### src/rtl/pss_peak_detector.sv
// PSS peak detector: moving-average noise floor, threshold trigger, windowed max search, holdoff.
// Define PSS_PEAK_CFO_EN to capture C0_i/C1_i alongside the peak; otherwise C0_o/C1_o read 0.
module pss_peak_detector #(
    parameter int IN_DW           = 24,
    parameter int C_DW            = 94,
    parameter int WINDOW_LEN      = 64,
    parameter int DETECTION_SHIFT = 4,
    parameter int PEAK_WINDOW     = 8,
    parameter int HOLDOFF_LEN     = 256,
    parameter int SAMPLE_CNT_DW   = 32
) (
    input  logic                     clk_i,
    input  logic                     reset_i,
    input  logic [IN_DW-1:0]         s_axis_in_tdata,
    input  logic                     s_axis_in_tvalid,
    input  logic [C_DW-1:0]          C0_i,
    input  logic [C_DW-1:0]          C1_i,
    output logic                     m_axis_out_tvalid,
    output logic [IN_DW-1:0]         peak_value_o,
    output logic [SAMPLE_CNT_DW-1:0] peak_pos_o,
    output logic [C_DW-1:0]          C0_o,
    output logic [C_DW-1:0]          C1_o,
    output logic [1:0]               state_o
);

    localparam int LOG2W = $clog2(WINDOW_LEN);
    localparam int SUM_W = IN_DW + LOG2W;
    localparam int TH_W  = IN_DW + DETECTION_SHIFT;
    localparam int PW_W  = $clog2(PEAK_WINDOW + 1);
    localparam int HO_W  = (HOLDOFF_LEN > 0) ? $clog2(HOLDOFF_LEN + 1) : 1;

    localparam logic [LOG2W-1:0] WM_LAST = LOG2W'(WINDOW_LEN - 1);
    localparam logic [PW_W-1:0]  PW_LAST = PW_W'(PEAK_WINDOW - 1);
    localparam logic [HO_W-1:0]  HO_LAST = HO_W'((HOLDOFF_LEN > 0) ? HOLDOFF_LEN - 1 : 0);

    typedef enum logic [1:0] {
        ST_WARMUP  = 2'd0,
        ST_IDLE    = 2'd1,
        ST_SEARCH  = 2'd2,
        ST_HOLDOFF = 2'd3
    } state_t;

    state_t                   state_q;
    logic [SAMPLE_CNT_DW-1:0] sample_cnt;
    logic [IN_DW-1:0]         dly [WINDOW_LEN];
    logic [SUM_W-1:0]         sum;
    logic [LOG2W-1:0]         warm_cnt;
    logic [PW_W-1:0]          srch_cnt;
    logic [HO_W-1:0]          ho_cnt;
    logic [IN_DW-1:0]         max_val;
    logic [SAMPLE_CNT_DW-1:0] max_pos;

    logic                     accept;
    logic [IN_DW-1:0]         avg;
    logic [TH_W-1:0]          thr;
    logic                     over_thr;
    logic                     trigger;
    logic                     take;
    logic                     last;
    logic [IN_DW-1:0]         cand_val;
    logic [SAMPLE_CNT_DW-1:0] cand_pos;

    // Threshold uses the sum before the current sample enters the window.
    assign accept   = s_axis_in_tvalid;
    assign avg      = sum[SUM_W-1:LOG2W];
    assign thr      = TH_W'(avg) << DETECTION_SHIFT;
    assign over_thr = TH_W'(s_axis_in_tdata) > thr;
    assign trigger  = accept && (state_q == ST_IDLE) && over_thr;
    // Strict compare keeps the earliest sample on ties; the trigger always seeds.
    assign take     = trigger ||
                      (accept && (state_q == ST_SEARCH) && (s_axis_in_tdata > max_val));
    assign last     = (trigger && (PEAK_WINDOW == 1)) ||
                      (accept && (state_q == ST_SEARCH) && (srch_cnt == PW_LAST));
    assign cand_val = take ? s_axis_in_tdata : max_val;
    assign cand_pos = take ? sample_cnt : max_pos;
    assign state_o  = state_q;

    always_ff @(posedge clk_i or posedge reset_i) begin
        if (reset_i) begin
            state_q           <= ST_WARMUP;
            sample_cnt        <= '0;
            sum               <= '0;
            warm_cnt          <= '0;
            srch_cnt          <= '0;
            ho_cnt            <= '0;
            max_val           <= '0;
            max_pos           <= '0;
            m_axis_out_tvalid <= 1'b0;
            peak_value_o      <= '0;
            peak_pos_o        <= '0;
            for (int k = 0; k < WINDOW_LEN; k++) dly[k] <= '0;
        end else begin
            m_axis_out_tvalid <= 1'b0;
            if (accept) begin
                sample_cnt <= sample_cnt + SAMPLE_CNT_DW'(1);
                dly[0]     <= s_axis_in_tdata;
                for (int k = 1; k < WINDOW_LEN; k++) dly[k] <= dly[k-1];
                sum        <= sum + SUM_W'(s_axis_in_tdata) - SUM_W'(dly[WINDOW_LEN-1]);

                if (take) begin
                    max_val <= s_axis_in_tdata;
                    max_pos <= sample_cnt;
                end

                case (state_q)
                    ST_WARMUP: begin
                        if (warm_cnt == WM_LAST) state_q <= ST_IDLE;
                        else                     warm_cnt <= warm_cnt + LOG2W'(1);
                    end
                    ST_IDLE: begin
                        if (over_thr) begin
                            state_q  <= ST_SEARCH;
                            srch_cnt <= PW_W'(1);
                        end
                    end
                    ST_SEARCH: begin
                        srch_cnt <= srch_cnt + PW_W'(1);
                    end
                    ST_HOLDOFF: begin
                        if (ho_cnt == HO_LAST) state_q <= ST_IDLE;
                        else                   ho_cnt  <= ho_cnt + HO_W'(1);
                    end
                    default: state_q <= ST_WARMUP;
                endcase

                // Report overrides the per-state next state above.
                if (last) begin
                    m_axis_out_tvalid <= 1'b1;
                    peak_value_o      <= cand_val;
                    peak_pos_o        <= cand_pos;
                    ho_cnt            <= '0;
                    state_q           <= (HOLDOFF_LEN == 0) ? ST_IDLE : ST_HOLDOFF;
                end
            end
        end
    end

`ifdef PSS_PEAK_CFO_EN
    logic [C_DW-1:0] max_c0;
    logic [C_DW-1:0] max_c1;
    logic [C_DW-1:0] cand_c0;
    logic [C_DW-1:0] cand_c1;

    assign cand_c0 = take ? C0_i : max_c0;
    assign cand_c1 = take ? C1_i : max_c1;

    always_ff @(posedge clk_i or posedge reset_i) begin
        if (reset_i) begin
            max_c0 <= '0;
            max_c1 <= '0;
            C0_o   <= '0;
            C1_o   <= '0;
        end else if (accept) begin
            if (take) begin
                max_c0 <= C0_i;
                max_c1 <= C1_i;
            end
            if (last) begin
                C0_o <= cand_c0;
                C1_o <= cand_c1;
            end
        end
    end
`else
    logic unused_c;
    assign unused_c = ^{C0_i, C1_i};
    assign C0_o     = '0;
    assign C1_o     = '0;
`endif

endmodule

### config.mk
export PLATFORM = sky130hd
export DESIGN_NAME = pss_peak_detector
export DESIGN_NICKNAME = d
export VERILOG_FILES = /design/src/rtl/pss_peak_detector.sv
export SDC_FILE = /design/constraint.sdc
export NUM_CORES = 2
export LEC_CHECK = 0
export CAP_MARGIN = 20
export CORE_MARGIN = 5
export CORE_UTILIZATION = 61
export CTS_BUF_LIST = sky130_fd_sc_hd__clkbuf_8
export CTS_CLUSTER_SIZE = 25
export DETAILED_ROUTE_END_ITERATION = 12
export MAX_ROUTING_LAYER = met4
export PLACE_DENSITY_LB_ADDON = 0.15
export SYNTH_ARGS = -nofsm -noshare
export SYNTH_HDL_FRONTEND = slang
export SYNTH_SLANG_ARGS = --single-unit
### constraint.sdc
create_clock -name clk_i -period 74.9 [get_ports clk_i]
set_input_delay 7.49 -clock clk_i [delete_from_list [all_inputs] [get_ports clk_i]]
set_output_delay 7.49 -clock clk_i [all_outputs]
set_load 0.01 [all_outputs]
Yosys cells after proc, flatten, opt, wreduce, memory -nomap -nowiden
Cells that the tools add are included.
W data, S select, Z words.
{"block": "op_classes", "n_eq_ne": 11, "magnitude_cmp": 2, "bitwise_logic": 1, "addsub": 6, "reduce_logical": 15, "muxes": 14}
{"op": "$add A32 B1 Y32 const B", "n": 1}
{"op": "$mux W32", "n": 1}
{"op": "$add A30 B24 Y30", "n": 1}
{"op": "$sub A30 B24 Y30", "n": 1}
{"op": "$gt A24 B28 Y1", "n": 1}
{"op": "$mux W9", "n": 3}
{"op": "$gt A24 B24 Y1", "n": 1}
{"op": "$mux W24", "n": 1}
{"op": "$add A9 B1 Y9 const B", "n": 1}
{"op": "$eq A9 B8 Y1 const B", "n": 1}
{"op": "$ne A3 B3 Y1 const B", "n": 3}
{"op": "$reduce_and A3 Y1", "n": 3}
{"op": "$mux W2", "n": 4}
{"op": "$pmux W4 S2", "n": 1}
{"op": "$add A6 B1 Y6 const B", "n": 1}
{"op": "$eq A6 B6 Y1 const B", "n": 1}
{"op": "$pmux W2 S3", "n": 1}
{"op": "$logic_and A1 B1 Y1", "n": 5}
{"op": "$reduce_and A5 Y1", "n": 1}
{"op": "$add A4 B1 Y4 const B", "n": 1}
{"op": "$eq A2 B2 Y1 const B", "n": 2}
{"op": "$eq A4 B3 Y1 const B", "n": 1}
{"op": "$mux W4", "n": 1}
{"op": "$ne A2 B2 Y1 const B", "n": 2}
{"op": "8 further kinds", "n": 10}
{"block": "word_totals", "output_inout_bits": 247, "in_bits": 215, "word_cells": 124, "regBits": 1732}

Depth between registers and ports, before layout
{"block": "logic_depth", "ltp_word": 5, "depth_mapped": 15, "depth_no_buf": 15}

Worst setup path after synthesis
OpenSTA, ideal clock, no wires.
{"block": "synth_path", "path_kind": "input -> register", "start": "input s_axis_in_tdata[1]", "end": "register sum[29]", "stages": 13, "setup_ps": 137, "path_buffers": 0, "arrival_time_ps": 10133, "slack_ps": 64631, "t_required_ps": 74763, "path_cell_list": "inv_1 > fa_1 > inv_1 > ha_1 > a211oi_1 > o21ai_1 > a211oi_2 > a221oi_2 > o41ai_4 > o21ai_1 > a211oi_2 > xnor2_1 > a21oi_1"}
{"block": "synth_via", "elab_chain_len": 2}
{"element": "from (decl)", "line_no": "14", "text": "input logic [IN_DW-1:0] s_axis_in_tdata,"}
{"element": "$add A30 B24 Y30", "line_no": "98", "text": "sum <= sum + SUM_W'(s_axis_in_tdata) - SUM_W'(dly[WINDOW_LEN-1]);"}
{"element": "$sub A30 B24 Y30", "line_no": "98"}
{"element": "to (signal assigned)", "line_no": "98"}
{"element": "to (decl)", "line_no": "46", "text": "logic [SUM_W-1:0] sum;"}
No other way between the ends.
A chain may end at the register's enable or synchronous reset.

==> impl_metrics.env <==
export IMPL_status="finished clean"
export IMPL_power_frac_seq_pct=51.0
export IMPL_ctsHtreeMaxLevel=5
export IMPL_dp_hpwl_um=58700
export IMPL_peakVddDrop_v=0.0000238
export IMPL_vias=33300
export IMPL_cp_slowest_cell="buf_4"
export IMPL_slew_headroom_pct=16.2
export IMPL_reg2reg_depth=12
export IMPL_routed_wl_um=98900
export IMPL_syn_cell_area_mm2=0.0688
export IMPL_r2r_setup_slack_ns=70.91
export IMPL_fmax_mhz=89.8
export IMPL_worstPathMaxFanout=124
export IMPL_initial_core_util_pct=61.3
export IMPL_drt_wirelength_per_cell_um=15.6
export IMPL_startpoint_type="input port"
export IMPL_grt_pass1_vias=34700
export IMPL_io_buffers=85
export IMPL_grt_overflow=0
export IMPL_drive_gt1_share_pct=42.4
export IMPL_cts_tree="done"
export IMPL_first_pass_iters=5
export IMPL_grt_antenna_before_repair=4
export IMPL_post_route_period_util_pct=14.9
export IMPL_startpoint="reset_i"
export IMPL_seq_area_frac_synth_pct=63.0
export IMPL_rsz0062_at_grt="false"
export IMPL_core_area_mm2=0.112
export IMPL_holdBufCountCts=0
export IMPL_max_cap_violations=0
export IMPL_hold_end="dly[1422]"
export IMPL_dp_cells=5864
export IMPL_r2r_start="sum[23]"
export IMPL_cts_buffers=291
export IMPL_drcViolationCount=0
export IMPL_crit_chain="clkdlybuf4s50_1 -> inv_8 -> buf_4 -> buf_4 -> buf_4 -> buf_4"
export IMPL_finalClockSkew_ns=0.0640
export IMPL_setup_violations=0
export IMPL_final_util_pct=67.6
export IMPL_hp_start="dly[1446]"
export IMPL_cp_common_cell="buf_4"
export IMPL_holdWs_ns=0.458
export IMPL_grt_pass1_wl_um=172000
export IMPL_die_area_mm2=0.120
export IMPL_whs_path_depth=1
export IMPL_postCtsSetupBuffers=0
export IMPL_slew_viol_final=0
export IMPL_cts_resized=0
export IMPL_cts_buffer_depth=4
export IMPL_synth_seq_cells=1732
export IMPL_io_pins=462
export IMPL_track_usage_pct=17.3
export IMPL_worstSkewPairLatency_ns=0.93
export IMPL_row_count=123
export IMPL_grt_max_degree=209
export IMPL_clockPowerShare_pct=32.6
export IMPL_drt_iter0_markers=1692
export IMPL_power_switching_uw=605
export IMPL_fin_tns_setup_ns=0
export IMPL_worstPathRequired_ns=75.80
export IMPL_fin_nets=4982
export IMPL_end_kind="async pin"
export IMPL_cts_sinks=1732
export IMPL_hold_viol=0
export IMPL_synth_enable_flop_cells=0
export IMPL_combPwrFrac_pct=16.4
export IMPL_critPathMaxStageDelay_ns=0.89
export IMPL_ant_nets=0
export IMPL_cts_root_buf="clkbuf_8"
export IMPL_fin_cells=6339
export IMPL_worstSetupPathType="input port to async pin"
export IMPL_p_per_area_mw_per_mm2=30.9
export IMPL_clkTransAtPathRegs_ns=0.06
export IMPL_hold_path_class="register to register"
export IMPL_arrival_ns=12.03
export IMPL_swShare_pct=25.8
export IMPL_fillers=7867
export IMPL_p_leak_nw=38.2
export IMPL_die_w_um=346
export IMPL_async_flop_share_pct=100
export IMPL_place_congestion=0.796
export IMPL_vias_per_cell=5.26
export IMPL_r2r_end="peak_value_o[20]"
export IMPL_syn_area_per_cell_um2=15.5
export IMPL_synthFlopType="dfrtp_1"
export IMPL_critPathBufInv=6
export IMPL_intPower_mw=1.74
export IMPL_synth_cell_types=61
export IMPL_netlist_instances=4436
export IMPL_fp_dieH_um=346
export IMPL_worst_pin_slew_ns=1.26
export IMPL_yosysWarnings=0
export IMPL_min_period_ns=11.13
export IMPL_area_delta_synth_final_pct=10.3
export IMPL_critPathTopFamily="buffers and inverters"
==> synthesized netlist by cell type (2+ instances only) <==
master | n | share of area, %
buf_1 | 4 | 0.022
nor2b_1 | 7 | 0.064
o21ai_1 | 5 | 0.036
nor3_1 | 10 | 0.073
nand2b_1 | 2 | 0.018
buf_6 | 2 | 0.033
ha_1 | 81 | 1.5
nand2_1 | 53 | 0.29
a31o_2 | 2 | 0.025
a211oi_1 | 5 | 0.055
a211oi_2 | 3 | 0.055
and4b_1 | 2 | 0.029
buf_4 | 188 | 2.1
mux2_2 | 1619 | 26
and3_1 | 14 | 0.13
nor2_1 | 35 | 0.19
dfrtp_1 | 1732 | 63
clkbuf_1 | 180 | 0.98
mux2i_1 | 35 | 0.51
o21bai_1 | 8 | 0.087
o21a_1 | 9 | 0.098
a31oi_1 | 3 | 0.027
buf_2 | 3 | 0.022
inv_1 | 142 | 0.77
nand4_1 | 22 | 0.20
o21ai_0 | 35 | 0.25
or3_1 | 4 | 0.036
a21o_1 | 29 | 0.32
xor2_1 | 23 | 0.29
a211o_1 | 2 | 0.025
and4_1 | 2 | 0.025
buf_12 | 2 | 0.058
o211ai_1 | 2 | 0.022
nor4_1 | 3 | 0.027
a21oi_1 | 46 | 0.33
fa_1 | 24 | 0.70
mux2_1 | 9 | 0.15
or2_2 | 3 | 0.027
nand3_1 | 24 | 0.17
xnor2_1 | 41 | 0.52
==> registers in the layout, summed over array words and instances (netlist names) <==
register,cells
max_val,24
warm_cnt,6
m_axis_out_tvalid,1
peak_value_o,24
dly,1536
ho_cnt,9
sum,30
peak_pos_o,32
state_o,2
max_pos,32
srch_cnt,4
sample_cnt,32
==> kinds of logic (layout without fill, tap and decap cells) <==
family / Yosys count / count (layout) / synth area share [%]
mux: 1663 / 1663 / 27.2
other cells: 1 / 190 / 0.00545
buf+inv: 522 / 736 / 3.96
fa+ha+maj: 105 / 105 / 2.17
flops: 1732 / 1732 / 63.0
xor+xnor: 64 / 64 / 0.815
compound gates: 164 / 164 / 1.57
simple gates: 185 / 185 / 1.33
==> power by group through the flow <==
stage,registers [mW],logic [mW],clock network [mW]
floorplan,1.19,0.335,0
global placement,1.21,0.376,0
detailed placement,1.21,0.386,0
CTS,1.20,0.389,0.796
global route,1.22,0.434,0.838
finish,1.20,0.385,0.765
==> cells in the final DEF, fill, tap and decap left out, types with 4 or more instances in the layout <==
cell and n:
nor3_1 9, mux2_2 1619, o21a_1 9, inv_1 236, o21ai_0 35, nor2b_1 7, mux2i_1 35, dfrtp_1 1732
clkdlybuf4s50_1 84, xnor2_1 41, o21bai_1 8, buf_12 6, clkinv_2 18, buf_4 30, nand4_1 22, inv_6 4
o21ai_1 5, conb_1 188, nor2_1 35, ha_1 81, mux2_1 9, a21o_1 29, a211oi_1 5, buf_16 6
or3_1 4, clkbuf_8 338, a21oi_1 46, fa_1 24, clkinvlp_4 8, and3_1 14, nand3_1 24, nand2_1 53
xor2_1 23
==> metal layers <==
metal  vias up  GRT usage [%]  wire, um
li1      15600              -         -
met1     17000           25.8     48700
met2       560           24.0     43300
met3       189           3.91      4810
met4         0           5.15      2010
met5         -              -         0
==> worst max-delay path by stage <==
| stage | end | depth (start not counted) |
|---|---|---|
| detailed placement | dly[1393] | 6 |
| floorplan | dly[0] | 1 |
| global route | sum[21] | 6 |
| finish | sum[21] | 6 |
| global placement | dly[1047] | 6 |
| CTS | sum[21] | 6 |
==> metrics by stage <==
step	setup WS, ns	total power [mW]	cell area, um2
floorplan	18.52	1.53	69500
global placement	62.63	1.58	70400
detailed placement	62.58	1.60	70400
CTS	63.57	2.38	75700
global route	63.01	2.49	75900
finish	63.77	2.35	75900
==> cell type report <==
type	count	area [um2]	area share (%)
Timing Repair Buffer	126	1350	1.78
Inverter	142	541	0.712
Sequential cell	1732	43300	57.1
Clock buffer	338	4650	6.13
Antenna cell	2	5.00	0.00660
Clock inverter	130	657	0.866
Tap cell	1500	1880	2.47
Multi-Input combinational cell	2369	23500	30.9
(Power assumes the default switching activity.)
